File: src/rtl/prng_stream_if.sv
// prng_stream_if: control and valid/ready stream bundle for prng_stream.
//   en_i          step enable (0 freezes LFSR stepping while filling)
//   seed_valid_i  load seed_i this cycle
//   seed_i        new LFSR seed (zero is replaced by 1)
//   num_o         emitted random word, registered
//   valid_o       num_o holds an unconsumed word
//   ready_i       consumer accepts num_o
// The master modport is the generator side; the slave modport is the consumer side.
interface prng_stream_if #(
  parameter int unsigned WIDTH = 16
);
  logic             en_i;
  logic             seed_valid_i;
  logic [WIDTH-1:0] seed_i;
  logic [WIDTH-1:0] num_o;
  logic             valid_o;
  logic             ready_i;

  modport master (
    input  en_i,
    input  seed_valid_i,
    input  seed_i,
    input  ready_i,
    output num_o,
    output valid_o
  );

  modport slave (
    output en_i,
    output seed_valid_i,
    output seed_i,
    output ready_i,
    input  num_o,
    input  valid_o
  );
endinterface

File: src/rtl/prng_stream.sv
// prng_stream: Galois LFSR pseudo-random word source with runtime reseeding, a configurable
// number of LFSR steps per emitted word, and a valid/ready output handshake.
// Ports:
//   clk_i     clock, rising edge
//   rst_i     synchronous reset, active-low
//   prng_bus  prng_stream_if.master (en_i, seed_valid_i, seed_i, ready_i in; num_o, valid_o out)
//   count_o   32-bit saturating accepted-word counter, present only when PRNG_STATS_EN is
//             defined (cleared by reset only, not by seed load)
// Build option: define PRNG_STATS_EN to add count_o.
module prng_stream #(
  parameter int unsigned      WIDTH = 16,
  parameter logic [WIDTH-1:0] TAPS  = WIDTH'(16'hB400),
  parameter logic [WIDTH-1:0] SEED  = WIDTH'(1),
  parameter int unsigned      STEPS = 1
) (
  input  logic                 clk_i,
  input  logic                 rst_i,
  prng_stream_if.master        prng_bus
`ifdef PRNG_STATS_EN
  ,
  output logic [31:0]          count_o
`endif
);

  // Zero is a lock-up state for the LFSR, so it is never loaded.
  localparam logic [WIDTH-1:0] SeedInit = (SEED == '0) ? WIDTH'(1) : SEED;
  localparam logic [7:0]       LastCnt  = 8'(STEPS - 1);

  typedef enum logic {StFill, StHold} state_e;

  state_e           r_state;
  logic [WIDTH-1:0] r_lfsr;
  logic [7:0]       r_cnt;
  logic [WIDTH-1:0] r_num;
  logic             r_valid;
  logic [WIDTH-1:0] w_lfsr_next;
  logic [WIDTH-1:0] w_seed_safe;

  always_comb begin
    w_lfsr_next = r_lfsr[0] ? ((r_lfsr >> 1) ^ TAPS) : (r_lfsr >> 1);
    w_seed_safe = (prng_bus.seed_i == '0) ? WIDTH'(1) : prng_bus.seed_i;
  end

  // Reset beats seed load, which beats stepping and the handshake.
  always_ff @(posedge clk_i) begin
    if (!rst_i) begin
      r_state <= StFill;
      r_lfsr  <= SeedInit;
      r_cnt   <= '0;
      r_num   <= '0;
      r_valid <= 1'b0;
    end else if (prng_bus.seed_valid_i) begin
      // A pending word is dropped; num_o keeps its stale value.
      r_state <= StFill;
      r_lfsr  <= w_seed_safe;
      r_cnt   <= '0;
      r_valid <= 1'b0;
    end else begin
      unique case (r_state)
        StFill: begin
          if (prng_bus.en_i) begin
            r_lfsr <= w_lfsr_next;
            if (r_cnt == LastCnt) begin
              r_cnt   <= '0;
              r_num   <= w_lfsr_next;
              r_valid <= 1'b1;
              r_state <= StHold;
            end else begin
              r_cnt <= r_cnt + 8'd1;
            end
          end
        end
        StHold: begin
          // LFSR is frozen here regardless of en_i.
          if (prng_bus.ready_i) begin
            r_valid <= 1'b0;
            r_state <= StFill;
          end
        end
        default: r_state <= StFill;
      endcase
    end
  end

  assign prng_bus.num_o   = r_num;
  assign prng_bus.valid_o = r_valid;

`ifdef PRNG_STATS_EN
  logic [31:0] r_count;

  always_ff @(posedge clk_i) begin
    if (!rst_i) begin
      r_count <= '0;
    end else if (r_valid && prng_bus.ready_i && !prng_bus.seed_valid_i &&
                 (r_count != 32'hFFFF_FFFF)) begin
      r_count <= r_count + 32'd1;
    end
  end

  assign count_o = r_count;
`endif

endmodule

File: src/flat_wrapper.sv
// flat-port wrapper written by rule: the top's interface ports become plain ports
module prng_stream_flat 
#(
  parameter int unsigned      WIDTH = 16,
  parameter logic [WIDTH-1:0] TAPS  = WIDTH'(16'hB400),
  parameter logic [WIDTH-1:0] SEED  = WIDTH'(1),
  parameter int unsigned      STEPS = 1
)
  (clk_i, rst_i, prng_bus_en_i, prng_bus_seed_valid_i, prng_bus_seed_i, prng_bus_ready_i, prng_bus_num_o, prng_bus_valid_o);
  prng_stream_if #(.WIDTH(WIDTH)) prng_bus_i ();
  input  logic clk_i;
  input  logic rst_i;
  input wire logic [$bits(prng_bus_i.en_i)-1:0] prng_bus_en_i;
  input wire logic [$bits(prng_bus_i.seed_valid_i)-1:0] prng_bus_seed_valid_i;
  input wire logic [$bits(prng_bus_i.seed_i)-1:0] prng_bus_seed_i;
  input wire logic [$bits(prng_bus_i.ready_i)-1:0] prng_bus_ready_i;
  output wire logic [$bits(prng_bus_i.num_o)-1:0] prng_bus_num_o;
  output wire logic [$bits(prng_bus_i.valid_o)-1:0] prng_bus_valid_o;
  assign prng_bus_i.en_i = prng_bus_en_i;
  assign prng_bus_i.seed_valid_i = prng_bus_seed_valid_i;
  assign prng_bus_i.seed_i = prng_bus_seed_i;
  assign prng_bus_i.ready_i = prng_bus_ready_i;
  assign prng_bus_num_o = prng_bus_i.num_o;
  assign prng_bus_valid_o = prng_bus_i.valid_o;
  prng_stream #(.WIDTH(WIDTH), .TAPS(TAPS), .SEED(SEED), .STEPS(STEPS)) u_core (.clk_i(clk_i), .rst_i(rst_i), .prng_bus(prng_bus_i));
endmodule
File: config.mk
export PLATFORM = sky130hd
export DESIGN_NAME = prng_stream_flat
export DESIGN_NICKNAME = d
export VERILOG_FILES = /design/src/rtl/prng_stream_if.sv /design/src/rtl/prng_stream.sv /design/src/flat_wrapper.sv
export SDC_FILE = /design/constraint.sdc
export NUM_CORES = 1
export LEC_CHECK = 0
export ABC_AREA = 1
export CORE_MARGIN = 3
export CORE_UTILIZATION = 51
export DETAILED_ROUTE_END_ITERATION = 8
export MAX_ROUTING_LAYER = met4
export PLACE_DENSITY = 0.87
export SLEW_MARGIN = 20
export SYNTH_ARGS = -nofsm -noshare
export SYNTH_HDL_FRONTEND = slang
export SYNTH_SLANG_ARGS = --single-unit
File: constraint.sdc
create_clock -name clk_i -period 1.5 [get_ports clk_i]
set_input_delay 0.45 -clock clk_i [delete_from_list [all_inputs] [get_ports clk_i]]
set_output_delay 0.45 -clock clk_i [all_outputs]
set_load 0.03 [all_outputs]
==> results.sh <==
export IMPL_status="finished, final reports clean"
export IMPL_place_ws_ps=-424
export IMPL_crit_path_top_delay_cell="clkdlybuf4s15_1"
export IMPL_finalHoldViolCount=0
export IMPL_report_final_slew_viol_count=0
export IMPL_syn_to_final_growth_pct=30.4
export IMPL_crit_arrival_ps=1010
export IMPL_first_iter_violations=101
export IMPL_port_buffers=37
export IMPL_synth_cell_types=24
export IMPL_rsz0062_at_grt="false"
export IMPL_die_w_um=68.8
export IMPL_cts_sinks=42
export IMPL_grt_pass1_wl_mm=7.88
export IMPL_synth_seq_cells=42
export IMPL_initial_core_util_pct=53.8
export IMPL_ys_top_cells_by_area="dfxtp_1, nand2_1, nor2_1"
export IMPL_grt_ovfl_total=0
export IMPL_synth_enable_flop_cells=0
export IMPL_power_density_nw_per_um2=945
export IMPL_grt_usage_pct=23.4
export IMPL_ys_flop_type="dfxtp_1"
export IMPL_crit_type="flop to primary output"
export IMPL_drive_gt1_share_pct=12.7
export IMPL_worst_path_buf_inv=1
export IMPL_io_pins=38
export IMPL_irDropWorstVdd_mv=0.628
export IMPL_critPathTopFamily="buffers and inverters"
export IMPL_yosysMostFrequentCell="nand2_1"
export IMPL_avgSynthCellArea_um2=6.67
export IMPL_crit_fanout=2
export IMPL_die_y_um=68.8
export IMPL_cp_slowest_stage_delay_ps=370
export IMPL_tightestPinTransition_ps=351
export IMPL_antennaDiodeCount=0
export IMPL_cts_buffers=5
export IMPL_htree_num_levels=2
export IMPL_fin_crit_sh_pct=97.6
export IMPL_wl_per_cell_um=11.9
export IMPL_async_flop_share_pct=0
export IMPL_synth_seq_area_share_pct=41.7
export IMPL_fin_worst_skew_ps=12.1
export IMPL_synth_top_area_cell="dfxtp_1"
export IMPL_dieArea_um2=4740
export IMPL_clock_latency_ps=300
export IMPL_min_period_ps=1460
export IMPL_synth_top_cell_area_share_pct=41.7
export IMPL_worstPathCellList="clkdlybuf4s15_1"
export IMPL_rows=22
export IMPL_cp_required_ps=1050
export IMPL_synth_area_um2=2010
export IMPL_core_area_um2=3740
export IMPL_max_slew_margin_pct=76.6
export IMPL_finalPower_mw=2.48
export IMPL_place_hpwl_mm=3.50
export IMPL_synth_top_cells_by_count="nand2_1, nor2_1, dfxtp_1, inv_1, o21ai_0"
export IMPL_drv_cap=0
export IMPL_gp_congestion=0.918
export IMPL_grt_max_degree=29
export IMPL_synth_cells=302
export IMPL_cts_tree="done"
export IMPL_end_kind="primary output"
export IMPL_ys_warn_count=0
export IMPL_postRouteAntennaNets=0
export IMPL_layout_setup_ws_ps=35.4
export IMPL_route_vias_total=1972
export IMPL_root_buffer="clkbuf_8"
export IMPL_setup_viol=0
export IMPL_p_leak_nw=1.24
export IMPL_max_freq_mhz=683
export IMPL_firstDrtPassIters=4
export IMPL_syn_nets=325
export IMPL_cts_hold_buf=0
export IMPL_drc=0
export IMPL_start_kind="flop"
export IMPL_grt_pass1_vias=1733
export IMPL_fillers=313
export IMPL_vias_per_cell=4.91
export IMPL_antenna_found_initial=0
export IMPL_num_nets_final=376
export IMPL_min_path_type="flop to flop"
export IMPL_clk_pin_slew_worst_paths_ps=90
export IMPL_clockBufferDepth=2
export IMPL_routed_wl_mm=4.80
export IMPL_hold_ws_ps=480
worst reg2reg max path, cell delays in order, from the launching register on:
cell and delay, ps:
dfxtp_1 380, inv_1 90, ha_1 200, nand3_2 110, inv_1 80, nand3_4 90, buf_12 170, nand2_1 80
inv_1 70, nor2_1 40
registers in the layout, summed over array words and instances, names as in the netlist:
name                     flops
u_core.prng_bus.valid_o      1
u_core.r_lfsr               16
u_core.r_state               1
u_core.prng_bus.num_o       16
u_core.r_cnt                 8
area by class of cell:
class	instances	area [um^2]	share of cell area [%]
Sequential cell	42	842	32.0
Clock inverter	2	13.8	0.524
Inverter	42	158	6.00
Tap cell	48	60.1	2.29
Clock buffer	6	72.6	2.76
Timing Repair Buffer	57	523	19.9
Multi-Input combinational cell	205	958	36.5
worst paths after layout:
path	start	endpoint	slack, ps	cells past startpoint
hold / removal	u_core.prng_bus.valid_o	u_core.prng_bus.valid_o	480	2
setup / recovery	u_core.prng_bus.num_o[11]	prng_bus_num_o[11]	40	1
setup reg to reg	u_core.r_cnt[1]	u_core.prng_bus.num_o[10]	110	9
hold reg to reg	u_core.prng_bus.valid_o	u_core.prng_bus.valid_o	480	2
per-layer routing:
metal | global-route usage [%] | vias to the layer above | share of wire (%)
li1 | - | 1034 | -
met1 | 29.0 | 877 | 43
met2 | 36.4 | 54 | 49
met3 | 6.32 | 7 | 5.8
met4 | 8.52 | 0 | 1.5
met5 | - | - | 0
placed cells by master (no fill, tap or decap):
| cell | count |
|---|---|
| nand3_4 | 1 |
| nor3_1 | 5 |
| nand2_1 | 79 |
| clkdlybuf4s15_1 | 12 |
| a31oi_1 | 11 |
| dlygate4sd2_1 | 2 |
| nor2_2 | 1 |
| nand3_2 | 1 |
| nand2_2 | 4 |
| nand4_1 | 3 |
| inv_1 | 41 |
| clkinv_4 | 1 |
| a211oi_1 | 1 |
| xnor2_1 | 4 |
| nand3_1 | 11 |
| o2111ai_1 | 1 |
| dfxtp_2 | 1 |
| buf_4 | 18 |
| nor2_1 | 56 |
| nor2_4 | 3 |
| clkinv_2 | 1 |
| clkbuf_8 | 5 |
| a21oi_1 | 4 |
| clkdlybuf4s50_1 | 19 |
| clkbuf_1 | 1 |
| o21ai_0 | 15 |
| inv_2 | 1 |
| clkbuf_2 | 4 |
| dfxtp_1 | 41 |
| buf_12 | 2 |
| ha_1 | 2 |
| or2_2 | 2 |
| o211ai_1 | 1 |
cell families after synthesis:
kind of cell	share of synthesized area, %
adder cells (fa/ha/maj)	1.24
AND/OR/NAND/NOR	34.5
AO/OA/AOI/OAI	9.32
flip-flops	41.7
buffers and inverters	11.4
XOR/XNOR	1.74
through the flow:
stage	cells	area (um^2)	utilization [%]	setup TNS, ps
after floorplan	302	2010	-	0
after detailed placement	394	2550	68.0	-11170
after global routing	402	2630	70.2	0
final	402	2630	70.2	0
after global placement	394	2550	68.0	-9390
after CTS	402	2620	70.0	0
power by group:
part	switching, mW	internal, mW	total (mW)
sequential	0.0519	1.19	1.24
combinational	0.293	0.223	0.516
clock	0.394	0.328	0.723
timing repair:
action | 4_1_cts | 5_1_grt
buffers inserted | 0 | 0
pin swaps | 2 | 0
gates resized for setup | 20 | 24
setup endpoints to repair | 26 | 40
Note: power is estimated with default switching activity, not from simulation.
